===== src/rtl/bp_be_director_mw.sv =====
// bp_be_director_mw: multi-issue PC director for the backend checker.
// Tracks the expected next PC, checks issue_width_p issue slots per cycle,
// poisons slots from the first mispredicted one onward and sends frontend
// commands (redirect, fence, fill, attaboy) through a small command FIFO.
// Optional build macro: BP_BE_DIRECTOR_PERF_EN adds mispredict/attaboy/drop
// performance counter outputs; functional behaviour is the same either way.
//
// Packed formats (MSB first):
//   isd slot   : {v, pc, branch_metadata_fwd}, slot 0 in the low bits
//   br_pkt     : {v, branch, btaken, npc}
//   commit_pkt : {npc_w_v, npc, unfreeze, itlb_fill, sfence, csrw, wfi,
//                 fencei, icache_miss, eret, exception, interrupt}
//   fe_cmd     : {opcode[2:0], subopcode[1:0], mispredict_reason[1:0],
//                 attaboy_taken, vaddr, branch_metadata_fwd}
//
// state  | meaning
// FREEZE | held by cfg freeze or reset; issue blocked
// WAIT   | waiting (wfi or post-unfreeze) for a redirecting command
// RUN    | normal issue; slots checked against expected NPC
// FENCE  | redirect outstanding; issue blocked until the FIFO drains

module bp_be_director_mw #(
    parameter  int bp_params_p                 = 0,
    parameter  int issue_width_p               = 2,
    parameter  int cmd_fifo_els_p              = 4,
    parameter  int instr_bytes_p               = 4,
    parameter  int ctr_width_p                 = 16,
    localparam int vaddr_width_p               = (bp_params_p == 1) ? 32 : 39,
    localparam int branch_metadata_fwd_width_p = 8,
    localparam int cfg_bus_width_lp            = 1,
    localparam int isd_status_w_lp             = 1 + vaddr_width_p + branch_metadata_fwd_width_p,
    localparam int branch_pkt_width_lp         = 3 + vaddr_width_p,
    localparam int commit_pkt_width_lp         = 11 + vaddr_width_p,
    localparam int fe_cmd_width_lp             = 8 + vaddr_width_p + branch_metadata_fwd_width_p
) (
    input  logic                                       clk_i,
    input  logic                                       reset_i,
    input  logic [cfg_bus_width_lp-1:0]                cfg_bus_i,
    input  logic [issue_width_p*isd_status_w_lp-1:0]   isd_status_i,
    output logic [vaddr_width_p-1:0]                   expected_npc_o,
    output logic [issue_width_p-1:0]                   poison_isd_o,
    output logic                                       suppress_iss_o,
    output logic                                       unfreeze_o,
    input  logic                                       irq_waiting_i,
    input  logic [branch_pkt_width_lp-1:0]             br_pkt_i,
    input  logic [commit_pkt_width_lp-1:0]             commit_pkt_i,
    output logic [fe_cmd_width_lp-1:0]                 fe_cmd_o,
    output logic                                       fe_cmd_v_o,
    input  logic                                       fe_cmd_yumi_i,
    output logic                                       cmd_empty_n_o,
    output logic                                       cmd_empty_r_o,
    output logic                                       cmd_full_n_o,
    output logic                                       cmd_full_r_o
`ifdef BP_BE_DIRECTOR_PERF_EN
    ,
    output logic [ctr_width_p-1:0]                     mispredict_cnt_o,
    output logic [ctr_width_p-1:0]                     attaboy_cnt_o,
    output logic [ctr_width_p-1:0]                     drop_cnt_o
`endif
);

    localparam int vw_lp     = vaddr_width_p;
    localparam int md_lp     = branch_metadata_fwd_width_p;
    localparam int lg_iw_lp  = (issue_width_p > 1) ? $clog2(issue_width_p) : 1;
    localparam int lg_els_lp = $clog2(cmd_fifo_els_p);
    localparam int cnt_w_lp  = $clog2(cmd_fifo_els_p + 1);

    if (issue_width_p < 1 || issue_width_p > 4 || cmd_fifo_els_p < 2 || ctr_width_p < 1) begin : g_bad_cfg
        $error("bp_be_director_mw: unsupported parameter combination");
    end

    typedef enum logic [1:0] {e_freeze, e_wait, e_run, e_fence} state_e;

    typedef enum logic [2:0] {
        e_op_state_reset          = 3'd0,
        e_op_pc_redirection       = 3'd1,
        e_op_icache_fill_response = 3'd2,
        e_op_icache_fence         = 3'd3,
        e_op_wait                 = 3'd4,
        e_op_itlb_fill_response   = 3'd5,
        e_op_itlb_fence           = 3'd6,
        e_op_attaboy              = 3'd7
    } fe_op_e;

    typedef enum logic [1:0] {
        e_subop_branch_mispredict  = 2'd0,
        e_subop_translation_switch = 2'd1,
        e_subop_trap               = 2'd2,
        e_subop_eret               = 2'd3
    } fe_subop_e;

    typedef enum logic [1:0] {
        e_not_a_branch          = 2'd0,
        e_incorrect_pred_taken  = 2'd1,
        e_incorrect_pred_ntaken = 2'd2
    } mispred_e;

    state_e                     r_state, w_state_n;
    logic [vw_lp-1:0]           r_npc;
    logic                       r_pend_branch, r_pend_btaken;

    // Packet fields
    logic                       w_freeze_li;
    logic                       w_br_v, w_br_branch, w_br_btaken;
    logic [vw_lp-1:0]           w_br_npc;
    logic                       w_cm_npc_w_v, w_cm_unfreeze, w_cm_itlb_fill, w_cm_sfence, w_cm_csrw;
    logic                       w_cm_wfi, w_cm_fencei, w_cm_icache_miss, w_cm_eret, w_cm_exception, w_cm_interrupt;
    logic [vw_lp-1:0]           w_cm_npc;

    assign w_freeze_li      = cfg_bus_i[0] | reset_i;
    assign w_br_v           = br_pkt_i[vw_lp+2];
    assign w_br_branch      = br_pkt_i[vw_lp+1];
    assign w_br_btaken      = br_pkt_i[vw_lp];
    assign w_br_npc         = br_pkt_i[vw_lp-1:0];
    assign w_cm_npc_w_v     = commit_pkt_i[vw_lp+10];
    assign w_cm_npc         = commit_pkt_i[vw_lp+9:10];
    assign w_cm_unfreeze    = commit_pkt_i[9];
    assign w_cm_itlb_fill   = commit_pkt_i[8];
    assign w_cm_sfence      = commit_pkt_i[7];
    assign w_cm_csrw        = commit_pkt_i[6];
    assign w_cm_wfi         = commit_pkt_i[5];
    assign w_cm_fencei      = commit_pkt_i[4];
    assign w_cm_icache_miss = commit_pkt_i[3];
    assign w_cm_eret        = commit_pkt_i[2];
    assign w_cm_exception   = commit_pkt_i[1];
    assign w_cm_interrupt   = commit_pkt_i[0];

    // Expected NPC with same-cycle bypass of the incoming update
    logic                       w_npc_write;
    logic [vw_lp-1:0]           w_npc_n;

    assign w_npc_write    = w_cm_npc_w_v | w_br_v;
    assign w_npc_n        = w_cm_npc_w_v ? w_cm_npc : w_br_npc;
    assign expected_npc_o = w_npc_write ? w_npc_n : r_npc;

    logic [issue_width_p-1:0]   w_slot_v;
    logic [vw_lp-1:0]           w_slot_pc [issue_width_p];
    logic [md_lp-1:0]           w_slot_md [issue_width_p];
    logic [vw_lp-1:0]           w_exp     [issue_width_p];
    logic [issue_width_p-1:0]   w_mismatch;
    logic                       w_mis_any;
    logic [lg_iw_lp-1:0]        w_mis_idx;

    // Unpack slots, build per-slot expected PC and find the oldest mismatch
    always_comb begin
        w_mis_any = 1'b0;
        w_mis_idx = '0;
        for (int k = 0; k < issue_width_p; k++) begin
            w_slot_v[k]  = isd_status_i[k*isd_status_w_lp + isd_status_w_lp - 1];
            w_slot_pc[k] = isd_status_i[k*isd_status_w_lp + md_lp +: vw_lp];
            w_slot_md[k] = isd_status_i[k*isd_status_w_lp +: md_lp];
        end
        w_exp[0] = expected_npc_o;
        for (int k = 1; k < issue_width_p; k++) begin
            w_exp[k] = w_slot_pc[k-1] + vw_lp'(instr_bytes_p);
        end
        for (int k = 0; k < issue_width_p; k++) begin
            w_mismatch[k] = w_slot_v[k] & (w_slot_pc[k] != w_exp[k]);
        end
        for (int k = issue_width_p - 1; k >= 0; k--) begin
            if (w_mismatch[k]) begin
                w_mis_any = 1'b1;
                w_mis_idx = lg_iw_lp'(k);
            end
        end
        for (int k = 0; k < issue_width_p; k++) begin
            poison_isd_o[k] = w_cm_npc_w_v | (w_mis_any & (lg_iw_lp'(k) >= w_mis_idx));
        end
    end

    logic w_last_branch, w_last_taken;
    assign w_last_branch = r_pend_branch | (w_br_v & w_br_branch);
    assign w_last_taken  = r_pend_btaken | (w_br_v & w_br_btaken);

    // Command selection: one command per cycle in fixed priority order
    fe_op_e                     w_cmd_op;
    fe_subop_e                  w_cmd_subop;
    mispred_e                   w_cmd_reason;
    logic                       w_cmd_v, w_cmd_attaboy, w_cmd_taken;
    logic [vw_lp-1:0]           w_cmd_vaddr;
    logic [md_lp-1:0]           w_cmd_md;
    logic [fe_cmd_width_lp-1:0] w_cmd;

    always_comb begin
        w_cmd_v       = 1'b0;
        w_cmd_attaboy = 1'b0;
        w_cmd_op      = e_op_attaboy;
        w_cmd_subop   = e_subop_branch_mispredict;
        w_cmd_reason  = e_not_a_branch;
        w_cmd_taken   = 1'b0;
        w_cmd_vaddr   = expected_npc_o;
        w_cmd_md      = '0;
        if (w_cm_unfreeze) begin
            w_cmd_v     = 1'b1;
            w_cmd_op    = e_op_state_reset;
            w_cmd_vaddr = r_npc;
        end else if (w_cm_itlb_fill) begin
            w_cmd_v  = 1'b1;
            w_cmd_op = e_op_itlb_fill_response;
        end else if (w_cm_sfence) begin
            w_cmd_v  = 1'b1;
            w_cmd_op = e_op_itlb_fence;
        end else if (w_cm_csrw) begin
            w_cmd_v     = 1'b1;
            w_cmd_op    = e_op_pc_redirection;
            w_cmd_subop = e_subop_translation_switch;
        end else if (w_cm_wfi) begin
            w_cmd_v  = 1'b1;
            w_cmd_op = e_op_wait;
        end else if (w_cm_fencei) begin
            w_cmd_v  = 1'b1;
            w_cmd_op = e_op_icache_fence;
        end else if (w_cm_icache_miss) begin
            w_cmd_v  = 1'b1;
            w_cmd_op = e_op_icache_fill_response;
        end else if (w_cm_eret) begin
            w_cmd_v     = 1'b1;
            w_cmd_op    = e_op_pc_redirection;
            w_cmd_subop = e_subop_eret;
        end else if (w_cm_exception | w_cm_interrupt | ((r_state == e_wait) & irq_waiting_i)) begin
            w_cmd_v     = 1'b1;
            w_cmd_op    = e_op_pc_redirection;
            w_cmd_subop = e_subop_trap;
        end else if (w_mis_any) begin
            w_cmd_v     = 1'b1;
            w_cmd_op    = e_op_pc_redirection;
            w_cmd_subop = e_subop_branch_mispredict;
            w_cmd_vaddr = w_exp[w_mis_idx];
            w_cmd_md    = w_slot_md[w_mis_idx];
            // Only slot 0 can be blamed on the last resolved branch
            if ((w_mis_idx == '0) && w_last_branch) begin
                w_cmd_reason = w_last_taken ? e_incorrect_pred_taken : e_incorrect_pred_ntaken;
            end
        end else if (w_slot_v[0] & w_last_branch) begin
            w_cmd_v       = 1'b1;
            w_cmd_attaboy = 1'b1;
            w_cmd_op      = e_op_attaboy;
            w_cmd_taken   = w_last_taken;
            w_cmd_md      = w_slot_md[0];
        end
    end

    assign w_cmd = {w_cmd_op, w_cmd_subop, w_cmd_reason, w_cmd_taken, w_cmd_vaddr, w_cmd_md};

    // FIFO control
    logic [fe_cmd_width_lp-1:0] r_mem [cmd_fifo_els_p];
    logic [lg_els_lp-1:0]       r_wptr, r_rptr;
    logic [cnt_w_lp-1:0]        r_count, w_count_n;
    logic                       w_deq, w_space, w_enq;

    assign fe_cmd_v_o = ~cmd_empty_r_o;
    assign fe_cmd_o   = r_mem[r_rptr];
    assign w_deq      = fe_cmd_yumi_i & fe_cmd_v_o;
    assign w_space    = ~cmd_full_r_o | w_deq;
    assign w_enq      = w_cmd_v & w_space;

    // Next occupancy; forced empty under reset so the *_n flags follow
    always_comb begin
        w_count_n = r_count;
        if (w_enq & ~w_deq) begin
            w_count_n = r_count + cnt_w_lp'(1);
        end else if (~w_enq & w_deq) begin
            w_count_n = r_count - cnt_w_lp'(1);
        end
        if (reset_i) begin
            w_count_n = '0;
        end
    end

    assign cmd_empty_n_o = (w_count_n == '0);
    assign cmd_full_n_o  = (w_count_n == cnt_w_lp'(cmd_fifo_els_p));

    // FIFO pointers, occupancy and registered status
    always_ff @(posedge clk_i) begin
        if (reset_i) begin
            r_wptr        <= '0;
            r_rptr        <= '0;
            r_count       <= '0;
            cmd_empty_r_o <= 1'b1;
            cmd_full_r_o  <= 1'b0;
        end else begin
            if (w_enq) begin
                r_wptr <= (r_wptr == lg_els_lp'(cmd_fifo_els_p - 1)) ? '0 : r_wptr + lg_els_lp'(1);
            end
            if (w_deq) begin
                r_rptr <= (r_rptr == lg_els_lp'(cmd_fifo_els_p - 1)) ? '0 : r_rptr + lg_els_lp'(1);
            end
            r_count       <= w_count_n;
            cmd_empty_r_o <= cmd_empty_n_o;
            cmd_full_r_o  <= cmd_full_n_o;
        end
    end

    // FIFO storage; contents are don't-care while empty
    always_ff @(posedge clk_i) begin
        if (w_enq && !reset_i) begin
            r_mem[r_wptr] <= w_cmd;
        end
    end

    // A redirecting command arriving with no room would be lost
    always_ff @(posedge clk_i) begin
        if (!reset_i) begin
            assert (!(w_cmd_v && !w_cmd_attaboy && !w_space))
                else $error("bp_be_director_mw: non-attaboy command with FIFO full");
        end
    end

    // Expected NPC and pending branch flags (a valid slot consumes them)
    always_ff @(posedge clk_i) begin
        if (reset_i) begin
            r_npc         <= '0;
            r_pend_branch <= 1'b0;
            r_pend_btaken <= 1'b0;
        end else begin
            if (w_npc_write) begin
                r_npc <= w_npc_n;
            end
            if (|w_slot_v) begin
                r_pend_branch <= 1'b0;
                r_pend_btaken <= 1'b0;
            end else if (w_br_v) begin
                r_pend_branch <= w_br_branch;
                r_pend_btaken <= w_br_btaken;
            end
        end
    end

    // FSM next state
    logic w_redirect_req;
    assign w_redirect_req = w_cmd_v & ~w_cmd_attaboy;

    always_comb begin
        w_state_n = r_state;
        case (r_state)
            e_freeze: if (!w_freeze_li)   w_state_n = e_wait;
            e_wait:   if (w_redirect_req) w_state_n = e_fence;
            e_run: begin
                if (w_cm_wfi)            w_state_n = e_wait;
                else if (w_redirect_req) w_state_n = e_fence;
            end
            e_fence:  if (cmd_empty_n_o)  w_state_n = e_run;
            default:                      w_state_n = e_freeze;
        endcase
    end

    // FSM state register
    always_ff @(posedge clk_i) begin
        if (reset_i) begin
            r_state <= e_freeze;
        end else begin
            r_state <= w_state_n;
        end
    end

    assign suppress_iss_o = (r_state != e_run);
    assign unfreeze_o     = (r_state == e_freeze) & ~w_freeze_li;

`ifdef BP_BE_DIRECTOR_PERF_EN
    logic w_enq_mispred, w_drop;
    assign w_enq_mispred = w_enq & (w_cmd_op == e_op_pc_redirection) & (w_cmd_subop == e_subop_branch_mispredict);
    assign w_drop        = w_cmd_v & w_cmd_attaboy & ~w_space;

    // Performance counters, free-running with natural wrap
    always_ff @(posedge clk_i) begin
        if (reset_i) begin
            mispredict_cnt_o <= '0;
            attaboy_cnt_o    <= '0;
            drop_cnt_o       <= '0;
        end else begin
            if (w_enq_mispred)          mispredict_cnt_o <= mispredict_cnt_o + ctr_width_p'(1);
            if (w_enq & w_cmd_attaboy)  attaboy_cnt_o    <= attaboy_cnt_o + ctr_width_p'(1);
            if (w_drop)                 drop_cnt_o       <= drop_cnt_o + ctr_width_p'(1);
        end
    end
`endif

endmodule

===== config.mk =====
export PLATFORM = sky130hd
export DESIGN_NAME = bp_be_director_mw
export DESIGN_NICKNAME = d
export VERILOG_FILES = /design/src/rtl/bp_be_director_mw.sv
export SDC_FILE = /design/constraint.sdc
export NUM_CORES = 1
export LEC_CHECK = 0
export BUFFER_PORTS_ARGS = -buffer_cell sky130_fd_sc_hd__buf_2
export CAP_MARGIN = 20
export CORE_MARGIN = 3
export CORE_UTILIZATION = 45
export CTS_CLUSTER_DIAMETER = 80
export DETAILED_ROUTE_END_ITERATION = 8
export GPL_TIMING_DRIVEN = 0
export PLACE_DENSITY = 0.65
export SYNTH_ARGS = -nofsm -noshare
export SYNTH_HDL_FRONTEND = slang
export SYNTH_SLANG_ARGS = --single-unit

===== constraint.sdc =====
create_clock -name clk_i -period 8.29 [get_ports clk_i]
set_input_delay 1.658 -clock clk_i [delete_from_list [all_inputs] [get_ports clk_i]]
set_output_delay 1.658 -clock clk_i [all_outputs]
set_load 0.03 [all_outputs]

Word level (Yosys, flattened, before mapping)
Memory sizes are Yosys's and may differ from the RTL's. A register that Yosys moved wholly into a read port is not among the register bits.
Index checks and enable logic that the tools add are counted.
{"block": "classes", "bitwise_logic": 31, "shift": 0, "n_mux": 109, "n_addsub": 5, "div": 0, "n_eq_ne": 11, "multipliers": 0, "n_reduce_logical": 7, "order_cmp": 3}
{"cell": "$mux W39", "count": 15}
{"cell": "$mux W8", "count": 14}
{"cell": "$ne A39 B39 Y1", "count": 2}
{"cell": "$mux W2", "count": 29}
{"cell": "$add A39 B3 Y39 const B", "count": 1}
{"cell": "$mux W3", "count": 13}
{"cell": "$mux W1", "count": 37}
{"cell": "$and A1 B1 Y1", "count": 14}
{"cell": "$or A1 B1 Y1", "count": 9}
{"cell": "$eq A2 B2 Y1 const B", "count": 4}
{"cell": "$pmux W2 S4", "count": 1}
{"cell": "$not A1 Y1", "count": 7}
{"cell": "$ne A2 B2 Y1 const B", "count": 3}
{"cell": "$add A2 B1 Y2 const B", "count": 2}
{"cell": "$add A3 B1 Y3 const B", "count": 1}
{"cell": "$eq A3 B3 Y1 const B", "count": 1}
{"cell": "$logic_not A3 Y1", "count": 1}
{"cell": "$reduce_or A3 Y1", "count": 1}
{"cell": "$sub A3 B1 Y3 const B", "count": 1}
{"cell": "$eq A2 B1 Y1 const B", "count": 1}
{"cell": "$ge A1 B1 Y1 const A", "count": 2}
{"cell": "$ge A2 B2 Y1 const B", "count": 1}
{"cell": "$logic_and A1 B1 Y1", "count": 2}
{"cell": "$logic_not A2 Y1", "count": 1}
{"cell": "other kinds (3)", "count": 3}
{"block": "totals", "memories": 1, "latch_bits": 0, "elab_cells": 176, "mem_bits_rw": 220, "mem_bits_ro": 0, "reg_bits": 52, "out_inout_bits": 103, "input_bits": 193}
{"name": "r_mem", "words": 4, "word_bits": 55, "read_ports": 1, "rd_ports_with_merged_regs": 1, "wr": 1, "line_no": "246", "rtl": "logic [fe_cmd_width_lp-1:0] r_mem [cmd_fifo_els_p];"}

Depth between registers and ports, before layout
{"block": "depth", "ltp_word": 24, "depth_mapped": 17}

Worst setup path before layout
Ideal clock, no wire load.
{"block": "synth_timing", "kind": "input -> output", "from": "in br_pkt_i[41]", "to": "out cmd_empty_n_o", "slack_ns": 0.938, "t_required_ns": 6.632, "path_buffers": 2, "t_arrival_ns": 5.694, "cell_stages": 12, "path_cell_list": "buf_2 buf_1 mux2i_1 o21ai_0 xnor2_1 nand4_1 or4b_2 o22ai_1 o21ai_2 mux2i_1 mux2_2 a211oi_2"}
{"block": "synth_between", "elab_chain_cells": 22, "word_cells_on_any_way": 27}
{"element": "start, declared", "line_no": "45", "rtl": "input logic [branch_pkt_width_lp-1:0] br_pkt_i,"}
{"element": "$or A1 B1 Y1 *", "line_no": "132", "rtl": "assign w_npc_write = w_cm_npc_w_v | w_br_v;"}
{"element": "$mux W39 *"}
{"element": "net expected_npc_o[23]", "line_no": "40", "rtl": "output logic [vaddr_width_p-1:0] expected_npc_o,"}
{"element": "$ne A39 B39 Y1 *", "line_no": "158", "rtl": "w_mismatch[k] = w_slot_v[k] & (w_slot_pc[k] != w_exp[k]);"}
{"element": "$and A1 B1 Y1 *", "line_no": "158"}
{"element": "$mux W1 *", "line_no": "161", "rtl": "if (w_mismatch[k]) begin"}
{"element": "$mux W1 *", "line_no": "224", "rtl": "end else if (w_mis_any) begin"}
{"element": "$mux W1 *", "line_no": "220", "rtl": "end else if (w_cm_exception | w_cm_interrupt | ((r_state == e_wait) & irq_waiting_i)) begin"}
{"element": "[... 7 more ...]"}
{"element": "$mux W1 *", "line_no": "193", "rtl": "if (w_cm_unfreeze) begin"}
{"element": "$and A1 B1 Y1 *", "line_no": "255", "rtl": "assign w_enq = w_cmd_v & w_space;"}
{"element": "$not A1 Y1", "line_no": "262", "rtl": "end else if (~w_enq & w_deq) begin"}
{"element": "$and A1 B1 Y1", "line_no": "262"}
{"element": "$mux W3", "line_no": "262"}
{"element": "$mux W3 *", "line_no": "260", "rtl": "if (w_enq & ~w_deq) begin"}
{"element": "$mux W3 *", "line_no": "265", "rtl": "if (reset_i) begin"}
{"element": "$logic_not A3 Y1 *", "line_no": "270", "rtl": "assign cmd_empty_n_o = (w_count_n == '0);"}
{"element": "end, declared", "line_no": "50", "rtl": "output logic cmd_empty_n_o,"}
The timed path passes the listed nets; every way through them passes the cells marked *.

Worst setup path in the final report
{"block": "layout_timing", "from": "in isd_status_i[12]", "to": "out cmd_empty_n_o"}
{"block": "layout_between", "elab_chain_cells": 22, "word_cells_on_any_way": 25}
{"element": "start, declared", "line_no": "39", "rtl": "input logic [issue_width_p*isd_status_w_lp-1:0] isd_status_i,"}
{"element": "$add A39 B3 Y39", "line_no": "155", "rtl": "w_exp[k] = w_slot_pc[k-1] + vw_lp'(instr_bytes_p);"}
{"element": "$ne A39 B39 Y1", "line_no": "158"}
{"element": "$and A1 B1 Y1", "line_no": "158"}
{"element": "$mux W1", "line_no": "161"}
{"element": "$mux W1 *", "line_no": "161"}
{"element": "$mux W1 *", "line_no": "224"}
{"element": "$mux W1 *", "line_no": "220"}
{"element": "$mux W1 *", "line_no": "216", "rtl": "end else if (w_cm_eret) begin"}
{"element": "[... 6 more ...]"}
{"element": "$mux W1 *", "line_no": "193"}
{"element": "$and A1 B1 Y1 *", "line_no": "255"}
{"element": "$not A1 Y1", "line_no": "262"}
{"element": "$and A1 B1 Y1", "line_no": "262"}
{"element": "$mux W3", "line_no": "262"}
{"element": "$mux W3 *", "line_no": "260"}
{"element": "$mux W3 *", "line_no": "265"}
{"element": "$logic_not A3 Y1 *", "line_no": "270"}
Every way passes the cells marked *; elsewhere a longest branch is shown, timed or not.

==> metrics.md <==
| Metric | Value |
|---|---|
| Clock root buffer | clkbuf_16 |
| Height of the chip | approximately 180 µm |
| Synthesized flop and latch total | ~270 |
| Top-level port count | 296 |
| Post-route ant nets | 0 |
| Total Neg Setup Slack | 0 ns |
| Share of cells above drive strength 1 | 29.3% |
| Share of the core filled with cells in the final layout | a little under three fifths |
| Top flip-flop cell by instance count after synthesis | edfxtp_1 |
| Dominant cell type by count on the critical path | buf_2 |
| Via count of the first global-routing pass | 10900 |
| Slowest Stage Delay on Critical Path | about 0.97 ns |
| Register-to-register setup slack | 3.60 ns |
| Die extent in x | 185 µm |
| Clock buffers created by TritonCTS | 28 |
| Count of buffers inserted at the top-level ports | around 270 |
| Half-perimeter wire length after placement | around 37 mm |
| Largest net degree at the start of global routing | 30 |
| WHS | between 0.5 and 0.6 ns |
| Timing-limited maximum frequency | roughly 0.13 GHz |
| Gpl congestion | 0.993 |
| Hold_buf cts | 0 |
| Max-Cap Viols | 0 |
| Power per unit of standard cell area | 235 nW/µm² |
| Cell-by-cell listing of the critical path | buf_2 -> nand3_1 -> nor4_1 -> nor3b_1 -> nor4bb_1 -> and4_1 -> nand4_1 -> nor4_4 -> o21ai_2 -> mux2i_1 -> mux2_2 -> a211oi_2 -> buf_2 |
| Worst slew margin relative to its limit | about 25% |
| EDFF count, synth | 220 |
| Number of endpoints failing setup at the final stage | 0 |
| Post-detailed-route wirelength per cell | between 20 and 25 µm |
| Largest delay share family, worst path | simple AND/OR/NAND/NOR gates |
| Violations in the final reports | design-rule violations |
| Class of the tightest hold or removal check | reg -> reg |
| Clock sink count | ~270 |
| Data arrival time at the worst-slack endpoint | around 6.3 ns |
| Power consumption | about 4.1 mW |
| Worst-case clock skew | ~0.015 ns |
| Vias per std cell | between 5 and 6 |
| Post-synthesis sequential area ratio | 53.5% |
| Final hold viol count | 0 |
| Initial DRC Count | around 870 |
| Worst Path Required | roughly 6.6 ns |
| Number of warnings reported in the yosys synthesis log | 0 |
| Maximum vdd drop | 0.116 mV |
| Number of standard-cell rows in the floorplan | between 60 and 70 |
| Mapped Area | 14400 µm² |
| Buffer depth of the longest clock path | 3 |
| Number of distinct standard cells referenced by the synthesized netlist | 73 |
| Number of levels the H-tree was split into | 1 |
| Average cell area after synthesis | 12.2 µm² |
| Syn Inst Count | roughly 1200 |
| Clk slew on worst S/H paths | approximately 0.06 ns |
| Core Box Area | between 30000 and 40000 µm² |
| Syn Nets | between 1000 and 1500 |
| Most used cells in the layout excluding fill and tap cells | buf_2, edfxtp_1, nand2_1 |
| Outcome | finished, violations left |
| Leakage power of the design | approximately 6.7 nW |
| RSZ-0062 raised after global routing | false |
| Worst-skew pair later-pin latency | ~0.53 ns |
| Final period util | 96.2% |
| Diode count | 0 |
| Final net count | ~1700 |
| Starting Density | between 40% and 50% |
| Proportion of register bits with asynchronous set or reset after synthesis | 0% |
| Post-layout instance area | about 17000 µm² |
| Length of the first detailed-routing pass in iterations | 8 |
| Max Transition Viols Final | 0 |
| Clock tree from TritonCTS | yes |
| Total Wirelength | between 40 and 50 mm |
| Path type of the worst setup path | in -> out |
| Post-synthesis to final-layout area growth | 21.3% |
| First-pass GRT wire length | 68.9 mm |
| Transition at the pin with the smallest max-transition slack | approximately 1.1 ns |
| DR vias | ~11000 |
| Buf/Inv on CP | 2 |
| Final global-route overflow total | 0 |
| Met3 routed WL | between 3 and 4 mm |
| DRC viols | 1 |
| Area of the die | ~34000 µm² |
| Nature of the critical path startpoint | input port |
| Global router's overall resource usage | a little over a quarter |
| Commonest non-fill, non-tap cell in the layout | buf_2 |
| Met2 routed WL | 22.8 mm |
| Cell Area, Placed | 16400 µm² |
| Largest fanout on the critical path | 10 |
| Top layer reached by signal wires | met4 |
| Clock period minus final worst setup slack | ~8 ns |
| Crit. End Element | primary output |
| Met1 layer wirelength in the final routing | between 15 and 20 mm |
| Initial antenna violation count | 0 |
| Master of the slowest instance on the critical path | nor4_1 |
-- metal layers --
metal | global-route usage (%) | up-vias
li1 | - | 5030
met1 | 38.1 | 5471
met2 | 45.2 | 496
met3 | 3.43 | 67
met4 | 6.27 | 0
met5 | 0 | -
-- logic make-up after synthesis --
kind of cell             share of synthesized area (%)
adder cells (fa/ha/maj)                          0.696
AO/OA/AOI/OAI                                     6.67
buffers and inverters                             3.33
multiplexers                                      15.1
XOR/XNOR                                          6.58
AND/OR/NAND/NOR                                   14.2
flip-flops                                        53.5
-- worst reg2reg max path: stages (launching register included) --
cell and delay, ns:
dfxtp_1 0.34, mux2i_1 0.07, o21ai_0 0.68, xnor2_1 0.25, nand4_1 0.15, nor4_1 0.54, nand2_1 0.21, o41ai_2 0.55
and2_1 0.23, clkbuf_1 0.45, a21oi_1 0.14, a31o_2 0.25, o21ai_0 0.54
-- synthesized netlist by cell type (6+ instances only) --
| cell | n | area (µm²) |
|---|---|---|
| a21oi_1 | 18 | 90.1 |
| a22oi_1 | 8 | 60.1 |
| a31oi_1 | 6 | 37.5 |
| and2_1 | 41 | 257 |
| and3_1 | 8 | 50.1 |
| and4_1 | 10 | 87.6 |
| buf_1 | 12 | 45.0 |
| buf_2 | 13 | 65.1 |
| buf_4 | 9 | 67.6 |
| clkbuf_1 | 43 | 161 |
| dfxtp_1 | 54 | 1080 |
| edfxtp_1 | 220 | 6610 |
| ha_1 | 8 | 100 |
| inv_1 | 25 | 93.8 |
| mux2_2 | 7 | 78.8 |
| mux2i_1 | 85 | 851 |
| mux4_2 | 55 | 1240 |
| nand2_1 | 124 | 465 |
| nand2b_1 | 13 | 81.3 |
| nand3_1 | 20 | 100 |
| nand4_1 | 34 | 213 |
| nor2_1 | 51 | 191 |
| nor2b_1 | 6 | 37.5 |
| nor3_1 | 17 | 85.1 |
| nor4_1 | 17 | 106 |
| o211ai_1 | 6 | 45.0 |
| o21ai_0 | 64 | 320 |
| o21ai_1 | 21 | 105 |
| or4_1 | 6 | 45.0 |
| xnor2_1 | 75 | 657 |
| xor2_1 | 33 | 289 |
-- registers in the layout, indices dropped and copies added, names as in the netlist, named ones only --
name           flops
cmd_empty_r_o      1
cmd_full_r_o       1
r_count            3
r_mem            220
r_npc             39
r_pend_branch      1
r_pend_btaken      1
r_rptr             2
r_state            2
r_wptr             2
-- through the flow --
step                      setup slack, ns  instances
after global routing              0.00224       1906
final                               0.316       1906
after floorplan                     0.938       1180
after CTS                           0.243       1905
after global placement              -1.75       1845
after detailed placement            0.270       1853
-- worst paths after layout --
path,start,to,cells past startpoint
max,isd_status_i[12],cmd_empty_n_o,13
max reg2reg,r_npc[30]$_SDFF_PP0_,r_mem[1][34]$_DFFE_PP_,12
min,r_rptr[1]$_SDFFE_PP0P_,flip-flop,2
min reg2reg,r_rptr[1]$_SDFFE_PP0P_,flip-flop,2
-- repair_timing --
| item | in CTS | in global routing |
|---|---|---|
| setup endpoints to repair | 0 | 1 |
| gates resized for setup | 0 | 1 |
| buffers inserted | 0 | 0 |
-- report_power, final --
| group | internal [mW] | switching, mW |
|---|---|---|
| clock network | 0.831 | 0.522 |
| registers | 1.65 | 0.0446 |
| logic | 0.364 | 0.685 |
| total | 2.84 | 1.25 |
-- final cells by class --
cell class	count	area (µm²)
inverter	25	93.8
sequential	274	7690
timing repair buffer	278	1510
tap	396	495
multi-input combinational	799	6250
clock inverter	19	272
fill	2686	13600
clock buffer	33	741
buffer	82	385
Power figures use the tool's default switching activity.
